<file path="src/rtl/pipe_trace_buffer.sv">
// Instruction-trace capture buffer with pre-trigger history and drain port.
// Captures PC/instr samples, triggers on PC match or external, then drains.
//
// Ports:
//   clk, reset          rising-edge clock, synchronous active-high reset
//   trace_valid/pc/instr  sample stream from the core
//   arm                 start capture (IDLE only)
//   trig_pc_en/trig_pc  PC-match trigger
//   trig_ext            external trigger, qualified by trace_valid
//   rd_valid/ready      drain handshake; rd_pc/rd_instr/rd_last payload
//   state               0=IDLE 1=PRE 2=POST 3=DRAIN
//   count               entries stored and not yet read
module pipe_trace_buffer #(
    parameter int XLEN     = 32,
    parameter int DEPTH    = 16,
    parameter int PRE_TRIG = 4,
    parameter int CW       = $clog2(DEPTH + 1)
) (
    input  logic            clk,
    input  logic            reset,
    input  logic            trace_valid,
    input  logic [XLEN-1:0] trace_pc,
    input  logic [XLEN-1:0] trace_instr,
    input  logic            arm,
    input  logic            trig_pc_en,
    input  logic [XLEN-1:0] trig_pc,
    input  logic            trig_ext,
    output logic            rd_valid,
    input  logic            rd_ready,
    output logic [XLEN-1:0] rd_pc,
    output logic [XLEN-1:0] rd_instr,
    output logic            rd_last,
    output logic [1:0]      state,
    output logic [CW-1:0]   count
);

    localparam int PW = $clog2(DEPTH);
    localparam logic [CW-1:0] PRE_N  = CW'(PRE_TRIG);
    localparam logic [CW-1:0] POST_N = CW'(DEPTH - PRE_TRIG);

    typedef enum logic [1:0] {
        IDLE  = 2'd0,
        PRE   = 2'd1,
        POST  = 2'd2,
        DRAIN = 2'd3
    } st_t;

    st_t             st;
    logic [PW-1:0]   wr_ptr;
    logic [PW-1:0]   rd_ptr;
    logic [CW-1:0]   pre_cnt;
    logic [CW-1:0]   post_cnt;
    logic [CW-1:0]   drain_cnt;
    logic [2*XLEN-1:0] mem [DEPTH];

    logic trig;
    logic we;
    logic [2*XLEN-1:0] rd_word;

    assign trig = trace_valid &&
                  ((trig_pc_en && (trace_pc == trig_pc)) || trig_ext);

    assign we = !reset && trace_valid && ((st == PRE) || (st == POST));

    // Storage is intentionally not reset.
    always_ff @(posedge clk) begin
        if (we) begin
            mem[wr_ptr] <= {trace_pc, trace_instr};
        end
    end

    always_ff @(posedge clk) begin
        if (reset) begin
            st        <= IDLE;
            wr_ptr    <= '0;
            rd_ptr    <= '0;
            pre_cnt   <= '0;
            post_cnt  <= '0;
            drain_cnt <= '0;
        end else begin
            unique case (st)
                IDLE: begin
                    if (arm) begin
                        st       <= PRE;
                        wr_ptr   <= '0;
                        pre_cnt  <= '0;
                        post_cnt <= '0;
                    end
                end
                PRE: begin
                    if (trace_valid) begin
                        wr_ptr <= wr_ptr + 1'b1;
                        if (trig) begin
                            // Oldest retained pre sample becomes the read start.
                            rd_ptr   <= wr_ptr - PW'(pre_cnt);
                            post_cnt <= CW'(1);
                            if (POST_N == CW'(1)) begin
                                st        <= DRAIN;
                                drain_cnt <= pre_cnt + CW'(1);
                            end else begin
                                st <= POST;
                            end
                        end else if (pre_cnt != PRE_N) begin
                            pre_cnt <= pre_cnt + CW'(1);
                        end
                    end
                end
                POST: begin
                    if (trace_valid) begin
                        wr_ptr   <= wr_ptr + 1'b1;
                        post_cnt <= post_cnt + CW'(1);
                        if (post_cnt + CW'(1) == POST_N) begin
                            st        <= DRAIN;
                            drain_cnt <= pre_cnt + POST_N;
                        end
                    end
                end
                DRAIN: begin
                    if (rd_ready) begin
                        rd_ptr    <= rd_ptr + 1'b1;
                        drain_cnt <= drain_cnt - CW'(1);
                        if (drain_cnt == CW'(1)) begin
                            st       <= IDLE;
                            pre_cnt  <= '0;
                            post_cnt <= '0;
                        end
                    end
                end
            endcase
        end
    end

    assign rd_word  = mem[rd_ptr];
    assign rd_valid = (st == DRAIN);
    assign rd_last  = (st == DRAIN) && (drain_cnt == CW'(1));
    assign rd_pc    = rd_valid ? rd_word[2*XLEN-1:XLEN] : '0;
    assign rd_instr = rd_valid ? rd_word[XLEN-1:0] : '0;
    assign state    = st;
    assign count    = (st == DRAIN) ? drain_cnt : (pre_cnt + post_cnt);

endmodule

</file>
<file path="config.mk">
export PLATFORM = sky130hd
export DESIGN_NAME = pipe_trace_buffer
export DESIGN_NICKNAME = d
export VERILOG_FILES = /design/src/rtl/pipe_trace_buffer.sv
export SDC_FILE = /design/constraint.sdc
export NUM_CORES = 1
export LEC_CHECK = 0
export BUFFER_PORTS_ARGS = -buffer_cell sky130_fd_sc_hd__clkbuf_2
export CAP_MARGIN = 10
export CELL_PAD_IN_SITES_DETAIL_PLACEMENT = 0
export CELL_PAD_IN_SITES_GLOBAL_PLACEMENT = 1
export CORE_ASPECT_RATIO = 2
export CORE_MARGIN = 2
export CORE_UTILIZATION = 45
export CTS_BUF_LIST = sky130_fd_sc_hd__clkbuf_4
export DETAILED_ROUTE_END_ITERATION = 8
export PLACE_DENSITY = 0.67
export SLEW_MARGIN = 25
export SYNTH_ARGS = -nofsm -noshare
export SYNTH_HDL_FRONTEND = slang
export SYNTH_SLANG_ARGS = --single-unit
</file>
<file path="constraint.sdc">
create_clock -name clk -period 7.75 [get_ports clk]
set_input_delay 1.55 -clock clk [delete_from_list [all_inputs] [get_ports clk]]
set_output_delay 1.55 -clock clk [all_outputs]
set_load 0.02 [all_outputs]
</file>
---- Yosys cells after proc, flatten, opt, wreduce, memory -nomap -nowiden ----
Memories as Yosys holds them, arrays and structs flattened. A register that Yosys moved wholly into a read port is not among the register bits.
Index checks and enable logic that the tools add are counted.
cells by class
  $add $sub $neg .......................... 8
  eq/ne operators ......................... 17
  multiplexer cells ....................... 37
  reduce and logical (&&, ||, !) cells .... 20
operator list
  operator             count
  $mux 5               13
  $mux 32              2
  $eq 32x32->1         1
  $mux 4               7
  $pmux 5 s4           1
  $pmux 4 s2           2
  $pmux 5 s3           1
  $mux 2               7
  $reduce_and 7->1     2
  $add 5x1->5 const B  2
  $ne 2x1->1 const B   5
  $ne 2x2->1 const B   5
  $pmux 5 s2           1
  $add 4x1->4 const B  2
  $pmux 2 s4           1
  $reduce_and 4->1     2
  $reduce_and 6->1     1
  $reduce_bool 2->1    3
  $add 5x4->5 const B  1
  $add 5x5->5          1
  $eq 5x1->1 const B   1
  $eq 5x4->1 const B   1
  $logic_and 1x1->1    5
  $ne 5x3->1 const B   1
  11 further kinds     14
storage, ports and cells
  register bits ........................... 25
  RAM bits ................................ 1024
  memories kept ........................... 1
memory list
  name  words  width  rd ports  clocked after memory_dff  wr ports  RTL line  source
  mem   16     64     1         1                         1         54        logic [2*XLEN-1:0] mem [DEPTH];

---- Logic depth before layout (Yosys ltp) ----
Gate-level depths: netlist of run 1.
  depth after elaboration ................. 9
  depth in mapped cells ................... 9
  mapped depth without buffers ............ 8

---- Worst setup path before layout of run 1 ----
OpenSTA, ideal clock, no wires.
  kind .................................... input port to flip-flop
  from .................................... input port trace_valid
  to ...................................... memory mem[0][0] (netlist bit) (enable)
  setup time .............................. 565 ps
  arrival time ............................ 6551 ps
  data required time ...................... 7185 ps
  path slack .............................. 634 ps
  stages .................................. 5
  buffers on the path ..................... 1
  cells stage by stage .................... clkbuf_1 nand2_1 nor2_1 nand2_1 nor3_1
between the ends
  word-level cells in the longest chain between the ends .. 4
RTL lines
  element                         RTL line  source
  start: declaration              21        input logic trace_valid,
  $logic_and 1x1->1 (2 in a row)  63        assign we = !reset && trace_valid && ((st == PRE) || (st == POST));
  $mux 1                          67        if (we) begin
  $mux 1 (not written as such)    68        mem[wr_ptr] <= {trace_pc, trace_instr};
  end: declaration                54
No other way between the ends.

==> impl_summary.log, run 1 <==
[metrics] status: finished clean
[metrics] overall global routing resource usage: 22.0%
[metrics] effective utilization at floorplan: a little under half
[metrics] total setup violations reported at the end of the flow: 0
[metrics] FFs w/ async S/R, synth: 0%
[metrics] nets: 2327
[metrics] arrival time of the worst setup path: ~4.3 ns
[metrics] type of origin of the critical path: register
[metrics] number of buffers created by CTS: between 200 and 250
[metrics] slew at the pin with the worst max-slew slack: a little under 1 ns
[metrics] simple logic cell fraction of the synthesized area: about 2.7%
[metrics] required arrival time at the worst endpoint: a little over 6 ns
[metrics] HPWL Detailed: 54.2 mm
[metrics] total core area: between 90000 and 100000 um2
[metrics] synthesized area divided by synthesized cell count: around 23 um2
[metrics] total net switching power: 0.00260 W
[metrics] cell area after synthesis: a little over 40000 um2
[metrics] share of synthesized area spent on multiplexers: around 17%
[metrics] number of vias per cell after detailed routing: between 5 and 6
[metrics] Clock Root Buffer: sky130_fd_sc_hd__clkbuf_4
[metrics] xor and xnor fraction of the mapped netlist area: 0.801%
[metrics] cts-stage hold buffer count: 0
[metrics] count of endpoints failing hold in the final timing report: 0
[metrics] number of unique standard cell types used by synthesis: a little under 70
[metrics] Iter 0 DRT Violations: around 1600
[metrics] dpl cell area: between 40000 and 50000 um2
[metrics] unrepaired setup endpoints after global routing: no
[metrics] met3 Resource Use GR: 5.06%
[metrics] sink count of the clock tree: about 1100
[metrics] initial antenna violation count: 10
[metrics] number of synthesized register bits: 1053
[metrics] met2 track utilization from global routing: 38.6%
[metrics] nets in the synthesized netlist: ~2000
[metrics] Cells after Synth: approximately 1800
[metrics] Final Critical Period: 5.85 ns
[metrics] Sw Share: ~23%
[metrics] number of synthesis warnings: 0
[metrics] compound-gate portion of the synthesized area: under 10%
[metrics] leak pwr: approximately 15 nW
[metrics] type of the worst min-delay path: reg -> reg
[metrics] total power divided by cell area: around 240 nW/um2
[metrics] Die Footprint: 94900 um2
[metrics] # H-tree levels: 4
[metrics] largest family of logic cells by synthesized area: multiplexers
[metrics] fraction of the mapped netlist area in adder cells: less than 1%
[metrics] proportion of netlist area held by the largest area contributor: around three quarters
[metrics] clk_skew: between 0.04 and 0.05 ns
[metrics] number of filler cells placed in the layout: 7470
[metrics] top library cells by usage in the layout, fill and taps aside: 1024 x sky130_fd_sc_hd__edfxtp_1, 320 x sky130_fd_sc_hd__mux4_2, 310 x sky130_fd_sc_hd__clkbuf_4, 175 x sky130_fd_sc_hd__clkbuf_2, 65 x sky130_fd_sc_hd__and2_1
[metrics] clock latency reported for the late side of the worst-skew pair: between 1 and 1.5 ns
[metrics] total count of max-transition violations in the final report: 0
[metrics] Crit Path Category: reg -> out
[metrics] GR peak layer: met2
[metrics] maximum operating frequency: approximately 0.17 GHz
[metrics] horizontal extent of the die: 219 um
[metrics] worst hold path cell count: 2
[metrics] most area-consuming cells after synthesis: sky130_fd_sc_hd__edfxtp_1 74%, sky130_fd_sc_hd__mux4_2 17%, sky130_fd_sc_hd__dfxtp_1 1.4%
[metrics] layout cells sized above 1: roughly two fifths
[metrics] Clock Power Share: between 30% and 40%
[metrics] sequential area share after synthesis: 75.4%
[metrics] main flop type after synthesis: sky130_fd_sc_hd__edfxtp_1
[metrics] die outline height: about 430 um
[metrics] grt total ovfl: 0
[metrics] final weighted congestion in routability-driven placement: ~0.8
[metrics] MaxCap Viol Count: 0
[metrics] cell type with the largest total area after synthesis: sky130_fd_sc_hd__edfxtp_1
[metrics] largest vdd supply drop: approximately 0.15 mV
[metrics] Int Power: between 0.008 and 0.009 W
[metrics] total number of vias: between 20000 and 25000
[metrics] buffer levels on the longest clock path: 3
[metrics] post-route ant nets: 0
[metrics] remaining design rule violation count: 0
[metrics] Post CTS Setup Buffer Count: 0
[metrics] Boundary Pins: around 180
[metrics] Clock Pin Slew Worst Setup and Hold Paths: about 0.080 ns
[metrics] combinational fraction of design power: under 10%
[metrics] wire length of the first global-routing pass: between 100 and 150 mm
[metrics] proportion of power drawn by flip-flops and latches: 56.1%
[metrics] pin count of the biggest net entering global routing: between 100 and 150
[metrics] average wire length per cell after detail routing: approximately 28 um
[metrics] site row count: ~160
[metrics] count of input and output buffers: 175
[metrics] final non-filler cell area: between 40000 and 50000 um2
[metrics] DP Cell Count: approximately 3200
[metrics] number of enable-type register cells in the synthesized netlist: between 1000 and 1500
[metrics] most common cell after layout, fill and taps aside: sky130_fd_sc_hd__edfxtp_1
[metrics] crit share post-route: about three quarters
[metrics] CTS tree: done
[metrics] worst-case reg-to-reg path depth: 9
[metrics] post-route non-filler standard cell count: about 3600
[metrics] maximum fanout encountered on the critical timing path: 56
[metrics] Setup Total Neg Slack: 0 ns
[metrics] Core Util, Final: roughly half
[metrics] type of element capturing the critical path: output pin
[metrics] Resized cells post-CTS: 0
[metrics] Slew headroom: 33.9%
[metrics] area delta synth->final: 12.8%
[metrics] met1 Track Usage GR: between 20% and 30%
[metrics] total detailed-routing wirelength: ~100 mm
[metrics] number of global-route vias before repair: between 20000 and 25000
[metrics] Detailed Routing Iterations Pass 1: 5
cell usage after synthesis, types with 3 or more instances:
master / count
sky130_fd_sc_hd__a21o_1: 5
sky130_fd_sc_hd__a21oi_1: 19
sky130_fd_sc_hd__a22oi_1: 3
sky130_fd_sc_hd__a31oi_1: 5
sky130_fd_sc_hd__and2_1: 65
sky130_fd_sc_hd__buf_1: 11
sky130_fd_sc_hd__buf_2: 3
sky130_fd_sc_hd__buf_4: 20
sky130_fd_sc_hd__buf_6: 7
sky130_fd_sc_hd__clkbuf_1: 49
sky130_fd_sc_hd__dfxtp_1: 29
sky130_fd_sc_hd__edfxtp_1: 1024
sky130_fd_sc_hd__ha_1: 26
sky130_fd_sc_hd__inv_1: 28
sky130_fd_sc_hd__mux2i_1: 3
sky130_fd_sc_hd__mux4_2: 320
sky130_fd_sc_hd__nand2_1: 31
sky130_fd_sc_hd__nand2b_1: 8
sky130_fd_sc_hd__nand3_1: 9
sky130_fd_sc_hd__nand4_1: 5
sky130_fd_sc_hd__nor2_1: 34
sky130_fd_sc_hd__nor2b_1: 6
sky130_fd_sc_hd__nor3_1: 13
sky130_fd_sc_hd__nor4_1: 7
sky130_fd_sc_hd__o21ai_0: 17
sky130_fd_sc_hd__o32ai_1: 5
sky130_fd_sc_hd__xnor2_1: 6
sky130_fd_sc_hd__xor2_1: 32
power groups by stage:
stage	sequential, W	combinational (W)	clock (W)
2_1_floorplan	0.00650	0.000575	0
3_3_place_gp	0.00651	0.000872	0
3_5_place_dp	0.00651	0.000888	0
4_1_cts	0.00639	0.000892	0.00426
5_1_grt	0.00639	0.000946	0.00451
6_report	0.00639	0.000875	0.00412
metal layers:
metal  part of all wire [%]  wire length, um
met5                  0.070               71
met4                    2.7             2690
met2                     53            53900
met3                    6.1             6210
met1                     38            38300
stage by stage:
step,hold slack (ns),power [W],setup WS (ns)
after floorplan,0.446,0.00707,0.634
after global placement,0.460,0.00738,3.06
after detailed placement,0.475,0.00740,3.05
after CTS,0.488,0.0115,1.77
after global routing,0.527,0.0118,1.69
final,0.492,0.0114,1.90
worst max-delay path, cell delays in order (launching register included):
cell and delay [ns]:
sky130_fd_sc_hd__dfxtp_4 0.88, sky130_fd_sc_hd__buf_4 0.79, sky130_fd_sc_hd__mux4_2 0.41, sky130_fd_sc_hd__mux4_2 0.54, sky130_fd_sc_hd__and2_1 0.22, sky130_fd_sc_hd__clkbuf_2 0.16
flip-flops by register name (all words and copies together) (netlist names), named ones only:
name       count
drain_cnt      5
mem         1024
post_cnt       5
pre_cnt        5
rd_ptr         4
state          2
wr_ptr         4
cell families after synthesis:
kind of cell / after synthesis
AOI/OAI and AO/OA: 78
xor gates and xnor gates: 38
adders and majority gates: 28
buffers and inverters: 120
DFF: 1053
muxes: 325
and+or+nand+nor: 197
final timing paths:
path / to / slack, ns / startpoint
max: rd_instr[24] / 1.90 / register
max reg2reg: mem[5][6] / 4.17 / state[0]
min: drain_cnt[1] / 0.49 / drain_cnt[1]
min reg2reg: drain_cnt[1] / 0.49 / drain_cnt[1]
cell type report:
cell class,count,area [um2],area share (%)
sequential,1053,31300,66.9
clock buffer,310,2330,4.97
inverter,30,113,0.240
antenna,9,22.5,0.0481
multi-input combinational,666,9750,20.8
tap,1192,1490,3.18
timing repair buffer,223,1310,2.80
clock inverter,74,487,1.04
Power figures use the tool's default switching activity.
==> run 2, diff against run 1 <==
Clock period 7.75 ns to 6 ns, I/O delays scaled along.
==> run 2 against run 1 <==
Clock power grew 27%. Final cell count up 0.28%. Setup slack lost 1.0 ns. Count of clock-buffer cells in the layout grew 11. Critical path depth unchanged. Global-route usage fell by 0.33 points. Largest cell class unchanged. Sequential share of layout area fell by 0.37 points. Die area unchanged.
==> impl_summary.log, run 2 (synthesis gave the netlist of run 1 again) <==
[metrics] clock latency reported for the late side of the worst-skew pair: 1.04 ns (was 1.13 ns)
[metrics] type of origin of the critical path: register (unchanged)
[metrics] CTS tree: done (unchanged)
[metrics] area delta synth->final: 13.4% (was 12.8%)
[metrics] number of filler cells placed in the layout: 7427 (was 7470)
[metrics] Setup Total Neg Slack: 0 ns (unchanged)
[metrics] count of endpoints failing hold in the final timing report: 0 (unchanged)
[metrics] layout cells sized above 1: 39.7% (was 38.9%)
[metrics] horizontal extent of the die: 219 um (unchanged)
[metrics] total power divided by cell area: 311 nW/um2 (was 243 nW/um2)
[metrics] crit share post-route: a little over four fifths
[metrics] grt total ovfl: 0 (unchanged)
[metrics] # H-tree levels: 4 (unchanged)
[metrics] worst-case reg-to-reg path depth: 8 (was 9)
[metrics] total setup violations reported at the end of the flow: 0 (unchanged)
[metrics] slew at the pin with the worst max-slew slack: 1.06 ns (was 0.991 ns)
[metrics] Post CTS Setup Buffer Count: 0 (unchanged)
[metrics] Iter 0 DRT Violations: 1664 (was 1609)
[metrics] top register by number of flip-flops: mem (unchanged)
[metrics] average wire length per cell after detail routing: 28.0 um (was 28.4 um)
[metrics] effective utilization at floorplan: 45.4% (unchanged)
[metrics] Detailed Routing Iterations Pass 1: 7 (was 5)
[metrics] total core area: 91500 um2 (unchanged)
[metrics] number of buffers created by CTS: 219 (was 222)
[metrics] maximum operating frequency: ~0.20 GHz
[metrics] Clock Root Buffer: sky130_fd_sc_hd__clkbuf_4 (unchanged)
[metrics] unrepaired setup endpoints after global routing: no (unchanged)
[metrics] sink count of the clock tree: 1053 (unchanged)
[metrics] arrival time of the worst setup path: 3.90 ns (was 4.30 ns)
[metrics] site row count: 157 (unchanged)
[metrics] end of the worst register-to-register path: mem[1][7] (was mem[5][6])
[metrics] Core Util, Final: 51.5% (was 51.2%)
[metrics] die outline height: 434 um (unchanged)
[metrics] initial antenna violation count: 11 (was 10)
[metrics] total number of vias: 20422 (was 20544)
[metrics] top library cells by usage in the layout, fill and taps aside: 1024 x sky130_fd_sc_hd__edfxtp_1, 321 x sky130_fd_sc_hd__clkbuf_4, 320 x sky130_fd_sc_hd__mux4_2, 175 x sky130_fd_sc_hd__clkbuf_2, 65 x sky130_fd_sc_hd__and2_1 (was 1024 x sky130_fd_sc_hd__edfxtp_1, 320 x sky130_fd_sc_hd__mux4_2, 310 x sky130_fd_sc_hd__clkbuf_4, 175 x sky130_fd_sc_hd__clkbuf_2, 65 x sky130_fd_sc_hd__and2_1)
[metrics] beginning of the worst hold path: drain_cnt[1] (unchanged)
[metrics] flip-flop count of the largest register, all copies and words added: 1024 (unchanged)
[metrics] MaxCap Viol Count: 0 (unchanged)
[metrics] final weighted congestion in routability-driven placement: 0.826 (was 0.782)
[metrics] worst hold path cell count: 2 (unchanged)
[metrics] r2r setup slk: 2.70 ns (was 4.17 ns)
[metrics] remaining design rule violation count: 0 (unchanged)
[metrics] type of the worst min-delay path: reg -> reg (unchanged)
[metrics] number of global-route vias before repair: 22008 (was 22382)
[metrics] most common cell after layout, fill and taps aside: sky130_fd_sc_hd__edfxtp_1 (unchanged)
[metrics] count of input and output buffers: 175 (unchanged)
[metrics] largest vdd supply drop: 0.152 mV (was 0.154 mV)
[metrics] required arrival time at the worst endpoint: 4.80 ns (was 6.20 ns)
[metrics] final setup slack of the worst path: 0.904 ns (was 1.90 ns)
[metrics] number of vias per cell after detailed routing: 5.73 (was 5.78)
[metrics] HPWL Detailed: 55.2 mm (was 54.2 mm)
[metrics] post-placement worst setup slack: 1.86 ns (was 3.05 ns)
[metrics] nets: 2336 (was 2327)
[metrics] Crit Path Category: reg -> out (unchanged)
[metrics] pin count of the biggest net entering global routing: 61 (was 101)
[metrics] Slew headroom: 29.1% (was 33.9%)
[metrics] overall global routing resource usage: 21.6% (was 22.0%)
[metrics] post-route ant nets: 0 (unchanged)
[metrics] Resized cells post-CTS: 0 (unchanged)
[metrics] hold worst-path end: drain_cnt[1] (unchanged)
[metrics] type of element capturing the critical path: output pin (unchanged)
[metrics] cts-stage hold buffer count: 0 (unchanged)
[metrics] reg-to-reg critical path startpoint: state[0] (unchanged)
[metrics] Final Critical Period: around 5.1 ns
[metrics] total count of max-transition violations in the final report: 0 (unchanged)
[metrics] clk_skew: 0.0417 ns (was 0.0446 ns)
[metrics] Boundary Pins: 176 (unchanged)
[metrics] status: finished clean (unchanged)
[metrics] Die Footprint: 94900 um2 (unchanged)
[metrics] Clock Pin Slew Worst Setup and Hold Paths: 0.08 ns (about the same)
[metrics] leak pwr: 14.8 nW (about the same)
[metrics] maximum fanout encountered on the critical timing path: 36 (was 56)
[metrics] total detailed-routing wirelength: 100 mm (was 101 mm)
[metrics] wire length of the first global-routing pass: 146 mm (was 147 mm)
[metrics] buffer levels on the longest clock path: 3 (unchanged)
[run 2: how the worst max path moves through the flow]
stage / end / startpoint / depth (start not counted)
final: rd_instr[31] / register / 5
after global routing: rd_pc[8] / register / 5
after CTS: rd_pc[8] / register / 5
after detailed placement: rd_pc[8] / register / 5
after global placement: rd_instr[21] / register / 5
after floorplan: mem[12][0] / trace_valid / 5
[run 2: report_power, final]
group          switching (W)  internal, W
Sequential         0.0000793      0.00817
Combinational       0.000642     0.000498
Clock                0.00263      0.00262
Total                0.00335       0.0113
[run 2: metal layers]
metal	up-vias	routed length, um	track usage, %
met5	-	115	0
met2	715	53100	37.7
met3	160	5890	4.22
met4	16	2260	6.90
met1	10903	38600	27.3
li1	8628	-	-
[run 2: layout make-up]
| type | instances | area [um2] | share of cell area, % |
|---|---|---|---|
| inverters | 30 | 113 | 0.239 |
| flip-flops and latches | 1053 | 31300 | 66.5 |
| multi-input cells | 666 | 9770 | 20.7 |
| clock inverters | 65 | 372 | 0.789 |
| well taps | 1192 | 1490 | 3.17 |
| diodes | 5 | 12.5 | 0.0266 |
| clock buffers | 321 | 2410 | 5.12 |
| repair buffers | 235 | 1590 | 3.37 |
[run 2: worst max-delay path: stages (launching register included)]
cell and delay [ns]:
sky130_fd_sc_hd__dfxtp_4 0.84, sky130_fd_sc_hd__buf_4 0.52, sky130_fd_sc_hd__mux4_2 0.57, sky130_fd_sc_hd__mux4_2 0.48, sky130_fd_sc_hd__and2_1 0.22, sky130_fd_sc_hd__clkbuf_2 0.19
[run 2: per-stage QoR]
step | cells | cell area (um2) | power (W) | hold WS, ns
final | 3567 | 47100 | 0.0146 | 0.468
after floorplan | 1839 | 41600 | 0.00913 | 0.446
after CTS | 3561 | 47100 | 0.0148 | 0.408
after detailed placement | 3175 | 44300 | 0.00957 | 0.463
after global routing | 3565 | 47100 | 0.0152 | 0.494
after global placement | 3173 | 44300 | 0.00955 | 0.465
==> run 3, diff against run 2 <==
Settings changed: PLACE_DENSITY 0.67 to 0.7.
Clock period 6 ns to 4.1 ns, I/O delays scaled along.
==> run 3 against run 2 <==
Design area up 4.5%. Highest routed layer unchanged. Non-clock buffer count rose by 70. Sequential share of layout area decreased by 2.9 points.
==> impl_summary.log, run 3 (synthesis gave the netlist of run 1 again) <==
[metrics] combined buffer and inverter count along the critical path: 4 (was 2)
[metrics] required arrival time at the worst endpoint: 3.28 ns (was 4.80 ns)
[metrics] sink count of the clock tree: 1053 (unchanged)
[metrics] Boundary Pins: 176 (unchanged)
[metrics] clk_skew: 0.0445 ns (was 0.0417 ns)
[metrics] worst hold margin: 0.168 ns (was 0.468 ns)
[metrics] flip-flop count of the largest register, all copies and words added: 1024 (unchanged)
[metrics] Clock Pin Slew Worst Setup and Hold Paths: 0.07 ns (was 0.08 ns)
[metrics] Setup Total Neg Slack: 0 ns (unchanged)
[metrics] total core area: 91500 um2 (unchanged)
[metrics] Power, Total: 0.0217 W (was 0.0146 W)
[metrics] logic depth of the worst path, buffers included: 7 (was 5)
[metrics] overall global routing resource usage: 22.7% (was 21.6%)
[metrics] grt total ovfl: 0 (unchanged)
[metrics] top library cells by usage in the layout, fill and taps aside: 1024 x sky130_fd_sc_hd__edfxtp_1, 341 x sky130_fd_sc_hd__clkbuf_4, 320 x sky130_fd_sc_hd__mux4_2, 115 x sky130_fd_sc_hd__clkbuf_2, 52 x sky130_fd_sc_hd__and2_4 (was 1024 x sky130_fd_sc_hd__edfxtp_1, 321 x sky130_fd_sc_hd__clkbuf_4, 320 x sky130_fd_sc_hd__mux4_2, 175 x sky130_fd_sc_hd__clkbuf_2, 65 x sky130_fd_sc_hd__and2_1)
[metrics] top register by number of flip-flops: mem (unchanged)
[metrics] largest vdd supply drop: 0.299 mV (was 0.152 mV)
[metrics] clock latency reported for the late side of the worst-skew pair: 1.09 ns (was 1.04 ns)
[metrics] Core Util, Final: 53.8% (was 51.5%)
[metrics] nets: 2411 (was 2336)
[metrics] area delta synth->final: 18.5% (was 13.4%)
[metrics] maximum operating frequency: ~0.25 GHz
[metrics] total power divided by cell area: 442 nW/um2 (was 311 nW/um2)
[metrics] number of buffers created by CTS: 224 (was 219)
[metrics] buffer levels on the longest clock path: 3 (unchanged)
[metrics] critical path's top delay family: multiplexers (unchanged)
[metrics] pin count of the biggest net entering global routing: 65 (was 61)
[metrics] Clock Root Buffer: sky130_fd_sc_hd__clkbuf_4 (unchanged)
[metrics] site row count: 157 (unchanged)
[metrics] Crit Path Category: reg -> out (unchanged)
[metrics] final non-filler cell area: 49200 um2 (was 47100 um2)
[metrics] number of global-route vias before repair: 22365 (was 22008)
[metrics] total number of vias: 21042 (was 20422)
[metrics] dpl cell area: 44500 um2 (was 44300 um2)
[metrics] series of cell instances along the critical path: buf_12 > buf_12 > buf_16 > mux4_2 > mux4_2 > and2_4 > buf_6 (was buf_4 > mux4_2 > mux4_2 > and2_1 > clkbuf_2)
[metrics] effective utilization at floorplan: 45.4% (unchanged)
[metrics] total setup violations reported at the end of the flow: 0 (unchanged)
[metrics] maximum fanout encountered on the critical timing path: 8 (was 36)
[metrics] final weighted congestion in routability-driven placement: 0.799 (was 0.826)
[metrics] # H-tree levels: 4 (unchanged)
[metrics] initial antenna violation count: 14 (was 11)
[metrics] MaxCap Viol Count: 0 (unchanged)
[metrics] die outline height: 434 um (unchanged)
[metrics] worst-case reg-to-reg path depth: 7 (was 8)
[metrics] HPWL Detailed: 54.2 mm (was 55.2 mm)
[metrics] average wire length per cell after detail routing: 28.8 um (was 28.0 um)
[metrics] Detailed Routing Iterations Pass 1: 5 (was 7)
[metrics] type of the worst min-delay path: in -> reg (was reg -> reg)
[metrics] multi-input combinational cell area: 9900 um2 (was 9770 um2)
[metrics] count of input and output buffers: 175 (unchanged)
[metrics] layout cells sized above 1: 42.9% (was 39.7%)
[metrics] total count of max-transition violations in the final report: 0 (unchanged)
[metrics] Final Critical Period: between 4 and 5 ns
[metrics] status: finished clean (unchanged)
[metrics] type of origin of the critical path: register (unchanged)
[metrics] count of endpoints failing hold in the final timing report: 0 (unchanged)
[metrics] Iter 0 DRT Violations: 2008 (was 1664)
[metrics] remaining design rule violation count: 0 (unchanged)
[metrics] total detailed-routing wirelength: 105 mm (was 100 mm)
[metrics] arrival time of the worst setup path: 3.26 ns (was 3.90 ns)
[metrics] Max stage delay on crit path: 0.53 ns (was 0.84 ns)
[metrics] worst hold path cell count: 1 (was 2)
[metrics] slew at the pin with the worst max-slew slack: 0.794 ns (was 1.06 ns)
[metrics] most common cell after layout, fill and taps aside: sky130_fd_sc_hd__edfxtp_1 (unchanged)
[metrics] leak pwr: 15.7 nW (was 14.8 nW)
[metrics] type of element capturing the critical path: output pin (unchanged)
[metrics] Max stage delay cell, worst path: sky130_fd_sc_hd__mux4_2 (was sky130_fd_sc_hd__dfxtp_4)
[metrics] number of vias per cell after detailed routing: 5.78 (was 5.73)
[metrics] CTS tree: done (unchanged)
[metrics] number of filler cells placed in the layout: 7179 (was 7427)
[metrics] crit share post-route: ~100%
[metrics] horizontal extent of the die: 219 um (unchanged)
[metrics] Slew headroom: 46.9% (was 29.1%)
[metrics] wire length of the first global-routing pass: 152 mm (was 146 mm)
[metrics] post-route ant nets: 0 (unchanged)
[metrics] unrepaired setup endpoints after global routing: yes (was no)
[metrics] area occupied by registers: 31300 um2 (about the same)
[metrics] Die Footprint: 94900 um2 (unchanged)
run 3: worst paths after layout:
path | slack, ns | start | to
setup reg to reg | 1.17 | state[0] | mem[6][18]
hold / removal | 0.17 | trace_instr[1] | mem[7][1]
setup / recovery | 0.02 | register | rd_pc[26]
hold reg to reg | 0.48 | drain_cnt[1] | drain_cnt[1]
run 3: metal layers:
metal | vias up | global-route usage (%) | wire length, um
li1 | 8797 | - | -
met1 | 11245 | 28.6 | 40000
met2 | 811 | 39.1 | 55300
met3 | 167 | 5.25 | 6850
met4 | 22 | 6.95 | 2340
met5 | - | 0 | 152
run 3: area by class of cell:
cell class / instances / area share (%)
Tap cell: 1192 / 3.03
Multi-Input combinational cell: 666 / 20.1
Timing Repair Buffer: 305 / 7.21
Clock buffer: 341 / 5.20
Sequential cell: 1053 / 63.7
Antenna cell: 5 / 0.0254
Clock inverter: 46 / 0.493
Inverter: 30 / 0.229
run 3: repair_timing:
| item | CTS | global route |
|---|---|---|
| gates cloned | 22 | 5 |
| resized for setup | 129 | 138 |
| hold buffers | 27 | 0 |
| setup endpoints to repair | 64 | 65 |
| endpoints found under the hold margin | 303 | 0 |
| buffers inserted | 19 | 1 |
run 3: report_power, final:
part           internal [W]  switching [W]  total [W]  leakage (nW)
Sequential           0.0120      0.0000971     0.0121          9.45
Clock               0.00388        0.00380    0.00768          1.69
Combinational      0.000946        0.00105    0.00199          4.52
Total                0.0168        0.00494     0.0217          15.7
run 3: metrics by stage:
step | worst slack [ns] | instances
after CTS | -0.182 | 3627
final | 0.0191 | 3638
after floorplan | -0.630 | 1839
after global placement | 0.640 | 3172
after detailed placement | 0.528 | 3172
after global routing | -0.172 | 3637
run 3: worst register-to-register path, stage by stage, from the launching register on:
cell and delay (ns):
sky130_fd_sc_hd__dfxtp_1 0.49, sky130_fd_sc_hd__inv_1 0.20, sky130_fd_sc_hd__ha_1 0.34, sky130_fd_sc_hd__nand2_1 0.06, sky130_fd_sc_hd__nor2_1 0.24, sky130_fd_sc_hd__nand2_1 0.30, sky130_fd_sc_hd__nor2_4 0.68, sky130_fd_sc_hd__buf_12 0.30
